File: src/rtl/sum_pkg.sv
// Shared constants and helpers for the sum_avg_pipe reduction pipeline.
package sum_pkg;

    localparam logic MODE_SUM = 1'b0;
    localparam logic MODE_AVG = 1'b1;

    // Data width after adder-tree level k; each level grows by one carry bit.
    function automatic int unsigned w_stage(int unsigned w, int unsigned k);
        return w + k;
    endfunction

endpackage

File: src/rtl/sum_avg_pipe_if.sv
// Sample/result bundle for sum_avg_pipe; the slave side is the pipeline.
interface sum_avg_pipe_if #(
    parameter int unsigned W = 8,
    parameter int unsigned N = 4
);
    logic                      in_val;
    logic [2**N-1:0][W-1:0]    in;
    logic                      mode;
    logic                      flush;
    logic                      out_val;
    logic [W+N-1:0]            res;
    logic                      out_mode;

    modport master (
        output in_val, in, mode, flush,
        input  out_val, res, out_mode
    );

    modport slave (
        input  in_val, in, mode, flush,
        output out_val, res, out_mode
    );
endinterface

File: src/rtl/sum_stage.sv
// One registered pairwise-add level of the adder tree; carries valid and mode alongside data.
module sum_stage #(
    parameter int unsigned W_IN   = 8,
    parameter int unsigned PAIRS  = 1,
    parameter int unsigned SIGNED = 0
) (
    input  logic                           clk,
    input  logic                           rst_n,
    input  logic                           kill,
    input  logic                           in_val,
    input  logic                           in_mode,
    input  logic [2*PAIRS-1:0][W_IN-1:0]   in_data,
    output logic                           out_val,
    output logic                           out_mode,
    output logic [PAIRS-1:0][W_IN:0]       out_data
);

    function automatic logic [W_IN:0] ext(logic [W_IN-1:0] x);
        return {(SIGNED != 0) && x[W_IN-1], x};
    endfunction

    logic [PAIRS-1:0][W_IN:0] sum_d;
    logic                     adv;

    assign adv = in_val & ~kill;

    always_comb begin
        sum_d = '0;
        for (int p = 0; p < int'(PAIRS); p++) begin
            sum_d[p] = ext(in_data[2*p]) + ext(in_data[2*p+1]);
        end
    end

    // Data and mode only move with a valid sample so idle stages stay quiet.
    always_ff @(posedge clk or negedge rst_n) begin
        if (!rst_n) begin
            out_val  <= 1'b0;
            out_mode <= 1'b0;
            out_data <= '0;
        end else begin
            out_val <= adv;
            if (adv) begin
                out_mode <= in_mode;
                out_data <= sum_d;
            end
        end
    end

endmodule

File: src/rtl/sum_avg_pipe.sv
// Pipelined sum/average of 2**N samples: N adder levels plus a registered mode stage.
// Define SUM_AVG_PIPE_ROUND_EN to round averages half up instead of truncating.
module sum_avg_pipe
    import sum_pkg::*;
#(
    parameter int unsigned W      = 8,
    parameter int unsigned N      = 4,
    parameter int unsigned SIGNED = 0
) (
    input  logic            clk,
    input  logic            rst_n,
    sum_avg_pipe_if.slave   bus
);

    for (genvar k = 0; k < int'(N); k++) begin : g_stage
        localparam int unsigned Pairs = 2 ** (N - 1 - k);

        logic [2*Pairs-1:0][w_stage(W, k)-1:0] d_in;
        logic [Pairs-1:0][w_stage(W, k+1)-1:0] d_out;
        logic                                  v_in, m_in, kill;
        logic                                  v_out, m_out;

        // A flush never kills the sample entering the first level.
        if (k == 0) begin : g_first
            assign d_in = bus.in;
            assign v_in = bus.in_val;
            assign m_in = bus.mode;
            assign kill = 1'b0;
        end else begin : g_next
            assign d_in = g_stage[k-1].d_out;
            assign v_in = g_stage[k-1].v_out;
            assign m_in = g_stage[k-1].m_out;
            assign kill = bus.flush;
        end

        sum_stage #(
            .W_IN   (w_stage(W, k)),
            .PAIRS  (Pairs),
            .SIGNED (SIGNED)
        ) u_stage (
            .clk      (clk),
            .rst_n    (rst_n),
            .kill     (kill),
            .in_val   (v_in),
            .in_mode  (m_in),
            .in_data  (d_in),
            .out_val  (v_out),
            .out_mode (m_out),
            .out_data (d_out)
        );
    end

    logic [W+N-1:0] sum_w, res_d, res_q;
    logic [W+N:0]   sum_x, rnd_x, avg_x;
    logic           v_last, m_last, adv;
    logic           out_val_q, out_mode_q;

`ifdef SUM_AVG_PIPE_ROUND_EN
    localparam logic [W+N:0] Half = (W+N+1)'(2 ** (N - 1));
`endif

    assign sum_w  = g_stage[N-1].d_out[0];
    assign v_last = g_stage[N-1].v_out;
    assign m_last = g_stage[N-1].m_out;
    assign adv    = v_last & ~bus.flush;

    // One spare bit keeps the rounding add from overflowing.
    always_comb begin
        sum_x = {(SIGNED != 0) && sum_w[W+N-1], sum_w};
`ifdef SUM_AVG_PIPE_ROUND_EN
        rnd_x = sum_x + Half;
`else
        rnd_x = sum_x;
`endif
        if (SIGNED != 0) begin
            avg_x = $signed(rnd_x) >>> N;
        end else begin
            avg_x = rnd_x >> N;
        end
        res_d = (m_last == MODE_AVG) ? avg_x[W+N-1:0] : sum_w;
    end

    always_ff @(posedge clk or negedge rst_n) begin
        if (!rst_n) begin
            out_val_q  <= 1'b0;
            out_mode_q <= 1'b0;
            res_q      <= '0;
        end else begin
            out_val_q <= adv;
            if (adv) begin
                out_mode_q <= m_last;
                res_q      <= res_d;
            end
        end
    end

    assign bus.out_val  = out_val_q;
    assign bus.res      = res_q;
    assign bus.out_mode = out_mode_q;

endmodule

File: src/flat_wrapper.sv
// flat-port wrapper written by rule: the top's interface ports become plain ports
module sum_avg_pipe_flat import sum_pkg::*;
#(
    parameter int unsigned W      = 8,
    parameter int unsigned N      = 4,
    parameter int unsigned SIGNED = 0
)
  (clk, rst_n, bus_in_val, bus_in, bus_mode, bus_flush, bus_out_val, bus_res, bus_out_mode);
  sum_avg_pipe_if #(.W(W), .N(N)) bus_i ();
  input  logic clk;
  input  logic rst_n;
  input wire logic [$bits(bus_i.in_val)-1:0] bus_in_val;
  input wire logic [$bits(bus_i.in)-1:0] bus_in;
  input wire logic [$bits(bus_i.mode)-1:0] bus_mode;
  input wire logic [$bits(bus_i.flush)-1:0] bus_flush;
  output wire logic [$bits(bus_i.out_val)-1:0] bus_out_val;
  output wire logic [$bits(bus_i.res)-1:0] bus_res;
  output wire logic [$bits(bus_i.out_mode)-1:0] bus_out_mode;
  assign bus_i.in_val = bus_in_val;
  assign bus_i.in = bus_in;
  assign bus_i.mode = bus_mode;
  assign bus_i.flush = bus_flush;
  assign bus_out_val = bus_i.out_val;
  assign bus_res = bus_i.res;
  assign bus_out_mode = bus_i.out_mode;
  sum_avg_pipe #(.W(W), .N(N), .SIGNED(SIGNED)) u_core (.clk(clk), .rst_n(rst_n), .bus(bus_i));
endmodule
File: config.mk
export PLATFORM = sky130hd
export DESIGN_NAME = sum_avg_pipe_flat
export DESIGN_NICKNAME = d
export VERILOG_FILES = /design/src/rtl/sum_pkg.sv /design/src/rtl/sum_avg_pipe_if.sv /design/src/rtl/sum_stage.sv /design/src/rtl/sum_avg_pipe.sv /design/src/flat_wrapper.sv
export SDC_FILE = /design/constraint.sdc
export NUM_CORES = 1
export LEC_CHECK = 0
export BUFFER_PORTS_ARGS = -buffer_cell sky130_fd_sc_hd__buf_2
export CAP_MARGIN = 10
export CORE_MARGIN = 3
export CORE_UTILIZATION = 55
export DETAILED_ROUTE_END_ITERATION = 10
export MAX_ROUTING_LAYER = met4
export PLACE_DENSITY = 0.87
export SYNTH_ARGS = -nofsm -noshare
export SYNTH_HDL_FRONTEND = slang
export SYNTH_HIERARCHICAL = 1
export SYNTH_SLANG_ARGS = --single-unit
File: constraint.sdc
create_clock -name clk -period 2.36 [get_ports clk]
set_input_delay 0.118 -clock clk [delete_from_list [all_inputs] [get_ports clk]]
set_output_delay 0.118 -clock clk [all_outputs]
set_load 0.05 [all_outputs]
==> results.md, run 1 <==
Run status:
- The run finished with clean final reports.

Critical path:
- The type of element capturing the critical path is a flip-flop.
- The worst setup path is launched from a flip-flop.
- The worst path arrival time is 2450 ps.
- STA puts the critical path data required time at 2680 ps.
- The critical path is of the reg -> reg type.
- Traced cell by cell, the critical path runs through ha_1 -> inv_1 -> fa_1 -> nor2b_4 -> o31a_1 -> o41a_1 -> o21a_1 -> o31ai_1.
- The highest net fanout along the worst path is 3.
- The largest stage delay on the critical path is 380 ps.
- The slowest stage of the critical path belongs to the cell sky130_fd_sc_hd__dfrtp_1.

GRT:
- The initial antenna violation count was 0.
- The first global-routing pass estimated 41.9 mm of wire.
- The via count of the first global-routing pass is 9074.
- After global routing the overflow that remains totals 0.
- Entering global routing, the biggest net connects 113 pins.
- In the global route stage, overall resource usage came out at 23.0%.

Yosys:
- The Yosys step of the flow raised 6 warnings.
- After Yosys synthesis, and, or, nand and nor cells account for 15.6% of the synthesized area.
- The adder and majority gate portion of the synthesized area is 16.8%.
- The share of the synthesized netlist area taken by xor and xnor gates is 3.80%.
- In the synthesized netlist the async set-or-reset flop fraction comes to 100%.
- In this run, synthesis produced a sequential element count of 168.
- Of the post-synthesis cell area, the dominant cell type holds 36.5%.
- Yosys mapped the design onto 67 distinct sky130hd cell types.
- In this run the mean area of a mapped cell was 9.28 sq um.
- After technology mapping, the gate count stands at 1240.
- The commonest register cell after synthesis is sky130_fd_sc_hd__dfrtp_1.
- After synthesis, the largest family of logic cells by area is compound AO/OA/AOI/OAI gates.
- The number of nets in the synthesized netlist is 1519.
- The number of enable flip-flop cells after synthesis is 0.
- The synthesized netlist occupies a cell area of 11500 sq um.
- The post-synthesis cell type with the largest combined area is sky130_fd_sc_hd__dfrtp_1.
- The share of cell area taken by muxes after synthesis is 2.73%.
- Sequential cells were found to cover 36.5% of the synthesized design area.
- The share of the synthesized area in compound gates (AO/OA/AOI/OAI) is 21.3%.
- After synthesis, the cell types taking the most area are sky130_fd_sc_hd__dfrtp_1 (37%), sky130_fd_sc_hd__ha_1 (14%), sky130_fd_sc_hd__nand2_1 (6.8%).

Timing:
- Derived from the worst setup path, the maximum achievable clock frequency is 470 MHz.
- Setup repair after global routing left no endpoint under its margin.
- The remaining max-slew budget at the tightest pin is 57.0%.
- The final count of pins violating max slew came to 0.
- The final critical path time including I/O delays and setup is 2130 ps.
- Across the routed clock network, the largest skew measured is 7.25 ps.
- The minimum hold slack is 28.7 ps.
- The worst-case setup margin in the final layout is 234 ps.
- Setup violations remaining at the end of the flow were counted as 0.
- Dividing the final minimum period by the clock period gives 90.1%.
- The final count of hold timing violations is 0.
- The setup TNS after final layout is 0 ps.
- At the pin with the least slew margin, the transition time is 646 ps.

Cells and area:
- The post-route netlist has 16.4% of its cells at a drive strength greater than 1.
- In the layout the commonest cells are sky130_fd_sc_hd__nand2_1 (210), sky130_fd_sc_hd__dfrtp_1 (168), sky130_fd_sc_hd__buf_2 (145).
- The number of standard cells in the final layout excluding fillers is 1663.
- From synthesis to final layout, the design area changed by 14.0%.
- The count of antenna diodes in the layout is 0.
- The most frequent standard cell in the layout excluding fill and tap cells is sky130_fd_sc_hd__nand2_1.
- The utilization after layout is 64.3%.
- The count of nets after finishing is 1660.

Place:
- The count of port buffers added during placement is 146.
- Prior to clock tree synthesis, the placed netlist has a worst setup slack of 277 ps.
- The cell count after placement is 1627.
- The placer congestion estimate is 0.917.
- The HPWL after detailed placement is 18.9 mm.

Die:
- The initial cell density of the core is 56.3%.
- The floorplan step defined a die boundary enclosing 22700 sq um.
- The number of ports placed on the die boundary is 147.
- The number of standard-cell rows in the floorplan is 52.
- The chip height is 151 um.
- The standard cell core area is 20400 sq um.
- In this run the horizontal extent of the chip is 151 um.

Clock network:
- The number of hold buffers added after CTS was 5.
- The buffer cell driving the clock tree root is sky130_fd_sc_hd__clkbuf_16.
- The number of gates resized after CTS was 0.
- The number of buffers inserted to repair setup after CTS is 0.
- TritonCTS created 17 clock buffers.
- Counting along the longest clock path gives a buffer depth of 2.
- The clock drives 168 sinks.
- The clock network latency to the later pin of the worst-skew pair is 420 ps.
- TritonCTS built the clock tree.
- Clock-pin slew was measured on the worst setup and hold paths at 60 ps.
- The H-tree level count is 4.

Power and ir drop:
- The worst-case IR drop observed on VDD is 451 uV.
- The power density normalized to cell area is 936 nW/um^2.
- Summed over all cells, the static leakage comes to 6.42 nW.

Detailed routing:
- The post-detailed-route count of antenna-violating nets is 0.
- The total routed wirelength is 24.7 mm.
- The first detailed-routing pass ran for 7 iterations.
- For this run, design rule violations remaining after detail routing come to 0.
- The total vias in the final route is 9528.
- The via count normalized by instance count is 5.73.
- The iteration-0 DRC count of the detailed router is 616.
- After detailed routing, the average wire length per cell comes to 14.8 um.

Hold path:
- The path category of the worst min-delay check is in -> reg.

Run:
- Across the run, the number of max-cap violations was 0.
-- critical path: cells and delay by family, from the launching register on --
family          cells  cell delay, ps
compound gates      4            1030
simple gates        1              50
fa+ha+maj           2             470
buf+inv             1              80
flops               1             380
-- cell families (layout without fill, tap and decap cells) --
logic type	Yosys count	after routing
adders and majority gates	146	146
and+or+nand+nor	398	398
AOI/OAI and AO/OA	368	368
xor gates and xnor gates	50	50
other	1	1
DFF	168	168
muxes	25	25
buffers and inverters	84	237
-- final cells by class --
cell class / count / area [sq um]
fill: 1648 / 7300
multi-input combinational: 988 / 6950
sequential: 168 / 4200
timing repair buffer: 161 / 900
clock buffer: 21 / 450
tap: 270 / 338
inverter: 45 / 169
clock inverter: 10 / 120
-- where the power goes --
group,internal [mW],switching [mW],total [mW]
clock,1.59,1.12,2.70
combinational,2.28,2.97,5.25
sequential,3.72,0.607,4.33
-- metal layers --
layer | vias up | share of wire [%] | GRT usage (%)
met2 | 248 | 46 | 35.4
met1 | 4479 | 49 | 32.8
met4 | 0 | 0.96 | 5.80
met3 | 18 | 3.9 | 2.77
met5 | - | 0 | -
li1 | 4783 | - | -
-- sequential cells by signal, summed over array words and instances (netlist names) --
name,count
u_core/g_stage.u_stage/out_mode,4
u_core/g_stage.u_stage/out_data,146
u_core/bus.out_mode,1
u_core/bus.out_val,1
u_core/g_stage.u_stage/out_val,4
u_core/bus.res,12
-- cells in the mapped netlist, drive strengths merged, types with 5 or more instances --
master and n:
nand2 210, dfrtp 168, ha 131, o21ai 108
a21oi 65, nor2 56, nor3 47, inv 44
o21a 37, o31ai 30, xor2 29, a211oi 28
o211ai 28, buf 24, a21o 21, mux2 21
xnor2 21, clkbuf 15, fa 15, nor2b 15
and3 12, or3 12, nand3 11, nand2b 9
o31a 7, a31oi 6, nand4 5, or2 5
-- path summary, 6_finish.rpt --
kind / startpoint / endpoint / slack (ps) / cells after the start
max in group asynchronous: rst_n / u_core/g_stage[0].u_stage/out_data[7] / 1430 / 3
hold reg to reg: u_core/g_stage[3].u_stage/out_data[1] / u_core/g_stage[3].u_stage/out_data[1] / 470 / 2
setup / recovery: u_core/g_stage[0].u_stage/out_data[0] / u_core/g_stage[1].u_stage/out_data[8] / 230 / 8
min in group asynchronous: rst_n / u_core/bus.out_mode / 240 / 2
setup reg to reg: u_core/g_stage[0].u_stage/out_data[0] / u_core/g_stage[1].u_stage/out_data[8] / 230 / 8
hold / removal: bus_in[8] / u_core/g_stage[0].u_stage/out_data[0] / 30 / 4
-- stage by stage --
step | total power [mW] | instance area (sq um)
floorplan | 8.21 | 11500
global placement | 9.30 | 12500
detailed placement | 9.51 | 12500
CTS | 12.3 | 13100
global route | 13.2 | 13100
finish | 12.3 | 13100
Power figures use the tool's default switching activity.
==> run 2, diff against run 1 <==
CORE_ASPECT_RATIO = 1.1   (was default)
CORE_UTILIZATION = 40   (was 55)
PLACE_DENSITY = 0.7   (was 0.87)
==> run 2 against run 1 <==
Clock power grew 5%. Cell count increased by 6.0%. Setup slack improved by 64 ps. Register-to-register slack better by 60 ps. Critical endpoint unchanged.
==> results.md, run 2 (synthesis gave the netlist of run 1 again) <==
Die:
- The overall die area was 30900 sq um (+36%).
- The die outline width came to 168 um (+11%).
- The number of ports placed on the die boundary was 147 (unchanged).
- The initial cell density of the core is 41.0% (-15 points).
- The chip height is 184 um (+22%).
- The standard cell core area came to 28100 sq um (+38%).
- The number of standard-cell rows in the floorplan is 64 (+23%).

Clock network:
- The CTS buffer count is 17 (unchanged).
- The buffer cell driving the clock tree root is sky130_fd_sc_hd__clkbuf_16.
- The H-tree level count is 4 (unchanged).
- TritonCTS built the clock tree.
- The maximum root-to-sink buffer count came to 2 (unchanged).
- The clock network latency to the later pin of the worst-skew pair is 430 ps (about the same).
- The number of sinks handled by clock tree synthesis is 168 (unchanged).
- The clock-pin slew of the registers on the worst-case setup and hold paths is 70 ps (about the same).
- The number of buffers inserted to repair setup after CTS came to 0 (unchanged).

Timing:
- The final clock skew came to 10.3 ps (+3.04 ps).
- The final count of pins violating max slew is 0 (unchanged).
- The remaining max-slew budget at the tightest pin was 62.6% (+5.6 points).
- The maximum clock rate is 485 MHz (+3.1%).
- The number of endpoints failing setup at the final stage came to 0 (unchanged).
- The setup TNS after final layout is 0 ps (unchanged).
- Setup repair after global routing left no endpoint under its margin.
- The final count of hold timing violations came to 0 (unchanged).
- The transition time of the tightest slew-check pin is 558 ps (-87.6 ps).
- The final critical path time including I/O delays and setup is 2060 ps (-64.4 ps).
- The final worst-path cycle share is 87.4% (-2.7 points).

Critical path:
- The type of element capturing the critical path is a flip-flop.
- The highest net fanout along the worst path is 3 (unchanged).
- The worst path arrival time is 2400 ps (-50 ps).
- The worst path buffer plus inverter count is 1 (unchanged).
- The slack of the worst reg-to-reg path was 300 ps (+60 ps).
- The reg-to-reg critical path endpoint is u_core/g_stage[1].u_stage/out_data[8].
- The worst register-to-register path begins at u_core/g_stage[0].u_stage/out_data[0].
- Walking the worst path, the cells encountered are ha_1 -> inv_1 -> fa_1 -> nor2b_4 -> o31a_1 -> o41a_1 -> o21a_1 -> o31ai_1.
- The number of cells on the worst reg-to-reg path is 8 (unchanged).
- The critical path start-end classification is reg -> reg.
- The largest stage delay on the critical path is 380 ps (about the same).
- The gate family responsible for the most delay along the worst path is compound AO/OA/AOI/OAI gates.
- The cell with the largest stage delay on the worst path is sky130_fd_sc_hd__dfrtp_1.
- The data required time of the critical path is 2690 ps (about the same).
- The worst setup path is launched from a flip-flop.

Cells and area:
- The final non-filler cell area came to 13300 sq um (+1.3%).
- The count of antenna diodes in the layout is 0 (unchanged).
- The library cell used most frequently in the layout, excluding fill and tap cells, is sky130_fd_sc_hd__nand2_1.
- The count of fill cells added during filler insertion came to 2709 (+64%).
- The flip-flop count of the largest register, all copies and words added is 146 (unchanged).
- The count of nets after finishing is 1665 (+0.30%).
- Leaving out fill and tap cells, the most frequent cells in the layout are sky130_fd_sc_hd__nand2_1 (210), sky130_fd_sc_hd__dfrtp_1 (168), sky130_fd_sc_hd__buf_2 (145).
- The register with the most flip-flops in the final layout is u_core/g_stage.u_stage/out_data.
- From synthesis to final layout, the design area changed by 15.6%.
- The fraction of layout cells with a size suffix above 1 is 16.7% (+0.36 points).

Power and ir drop:
- The worst IR drop on VDD is 456 uV (+1.2%).
- The power density normalized to cell area is 927 nW/um^2 (-0.92%).
- The total power of the final layout was 12.3 mW (+0.42%).
- The static leakage came to 6.46 nW (+0.64%).

Detailed routing:
- The total vias in the final route is 9283 (-2.6%).
- The first-pass detailed-route iteration total is 5 (-2).
- The via count normalized by instance count is 5.27 (-8.0%).
- The mean routed wirelength per cell is 13.8 um (-7.0%).
- The total DRC errors in the routed layout came to 0 (unchanged).
- The post-detailed-route count of antenna-violating nets is 0 (unchanged).
- The iteration-0 DRC count of the detailed router came to 442 (-28%).
- The total routed wirelength is 24.3 mm (-1.4%).

GRT:
- The wire length of the first global-routing pass is 41.8 mm (-0.20%).
- The initial antenna violation count is 0 (unchanged).
- The largest net degree at the start of global routing is 75 (-34%).
- The combined global-route utilization of all metal layers is 16.4% (-6.6 points).
- The total overflow reported by the global router is 0 (unchanged).
- The via count of the first global-routing pass came to 8939 (-1.5%).

Hold path:
- The worst hold path belongs to the class in -> reg.
- The end point of the worst hold path is u_core/g_stage[0].u_stage/out_data[63].
- The cell depth of the worst hold path is 4 (unchanged).
- In this run the most critical hold path is launched from bus_in[120].

Place:
- The post-place instance area is 12600 sq um (+1.1%).
- The count of port buffers added during placement is 146 (unchanged).
- The placer congestion estimate was 0.843 (-8.1%).
- The HPWL after detailed placement is 18.9 mm (about the same).

Run:
- The number of max-cap violations is 0 (unchanged).

Run status:
- The run finished with clean final reports.
-- run 2: changes by cell type in the layout (fill, tap and decap cells not counted), sizes merged --
cell / change
buf: +4
clkbuf: -1
clkinv: -1
clkinvlp: -2
dlygate4sd3: +1
inv: +5
-- run 2: layer usage --
metal | part of all wire (%) | GRT usage, % | vias up
li1 | - | - | 4786
met1 | 50 | 23.2 | 4277
met2 | 45 | 25.0 | 195
met3 | 3.1 | 2.17 | 25
met4 | 1.3 | 4.29 | 0
met5 | 0 | - | -
-- run 2: area by class of cell --
cell class | count | area, sq um | share of cell area (%)
Sequential cell | 168 | 4200 | 31.6
Tap cell | 363 | 454 | 3.41
Clock inverter | 12 | 156 | 1.18
Inverter | 45 | 169 | 1.27
Multi-Input combinational cell | 988 | 6950 | 52.2
Timing Repair Buffer | 166 | 927 | 6.97
Clock buffer | 20 | 447 | 3.36
-- run 2: per-stage QoR --
stage / cells / hold slack [ps] / util [%] / setup slack [ps]
after floorplan: 1240 / -178 / - / 413
after global placement: 1724 / 131 / 45.0 / 342
after detailed placement: 1724 / 132 / 45.0 / 307
after CTS: 1762 / 17.3 / 47.3 / 286
after global routing: 1762 / 32.4 / 47.3 / 159
final: 1762 / 46.1 / 47.3 / 298
-- run 2: report_power, final --
| group | internal (mW) | switching [mW] | total (mW) |
|---|---|---|---|
| clock network | 1.63 | 1.21 | 2.84 |
| registers | 3.72 | 0.613 | 4.33 |
| logic | 2.27 | 2.89 | 5.16 |
-- run 2: worst max-delay path by stage --
stage	start	cells after the start	slack, ps	to
final	u_core/g_stage[0].u_stage/out_data[0]	8	300	u_core/g_stage[1].u_stage/out_data[8]
after floorplan	u_core/g_stage[0].u_stage/out_data[18]	8	410	u_core/g_stage[1].u_stage/out_data[18]
after CTS	u_core/g_stage[0].u_stage/out_data[0]	8	290	u_core/g_stage[1].u_stage/out_data[8]
after detailed placement	u_core/g_stage[0].u_stage/out_data[0]	8	310	u_core/g_stage[1].u_stage/out_data[8]
after global placement	u_core/g_stage[0].u_stage/out_data[0]	8	340	u_core/g_stage[1].u_stage/out_data[8]
after global routing	u_core/g_stage[0].u_stage/out_data[18]	8	160	u_core/g_stage[1].u_stage/out_data[18]
-- run 2: worst min-delay path: stages --
cell	delay [ps]
sky130_fd_sc_hd__buf_2	80
sky130_fd_sc_hd__ha_1	120
sky130_fd_sc_hd__nand2_1	60
sky130_fd_sc_hd__nand2_1	50
-- run 2: what timing repair did --
action,4_1_cts,5_1_grt
setup endpoints to repair,0,0
hold buffers,6,0
endpoints found under the hold margin,58,0
resized for setup,0,0
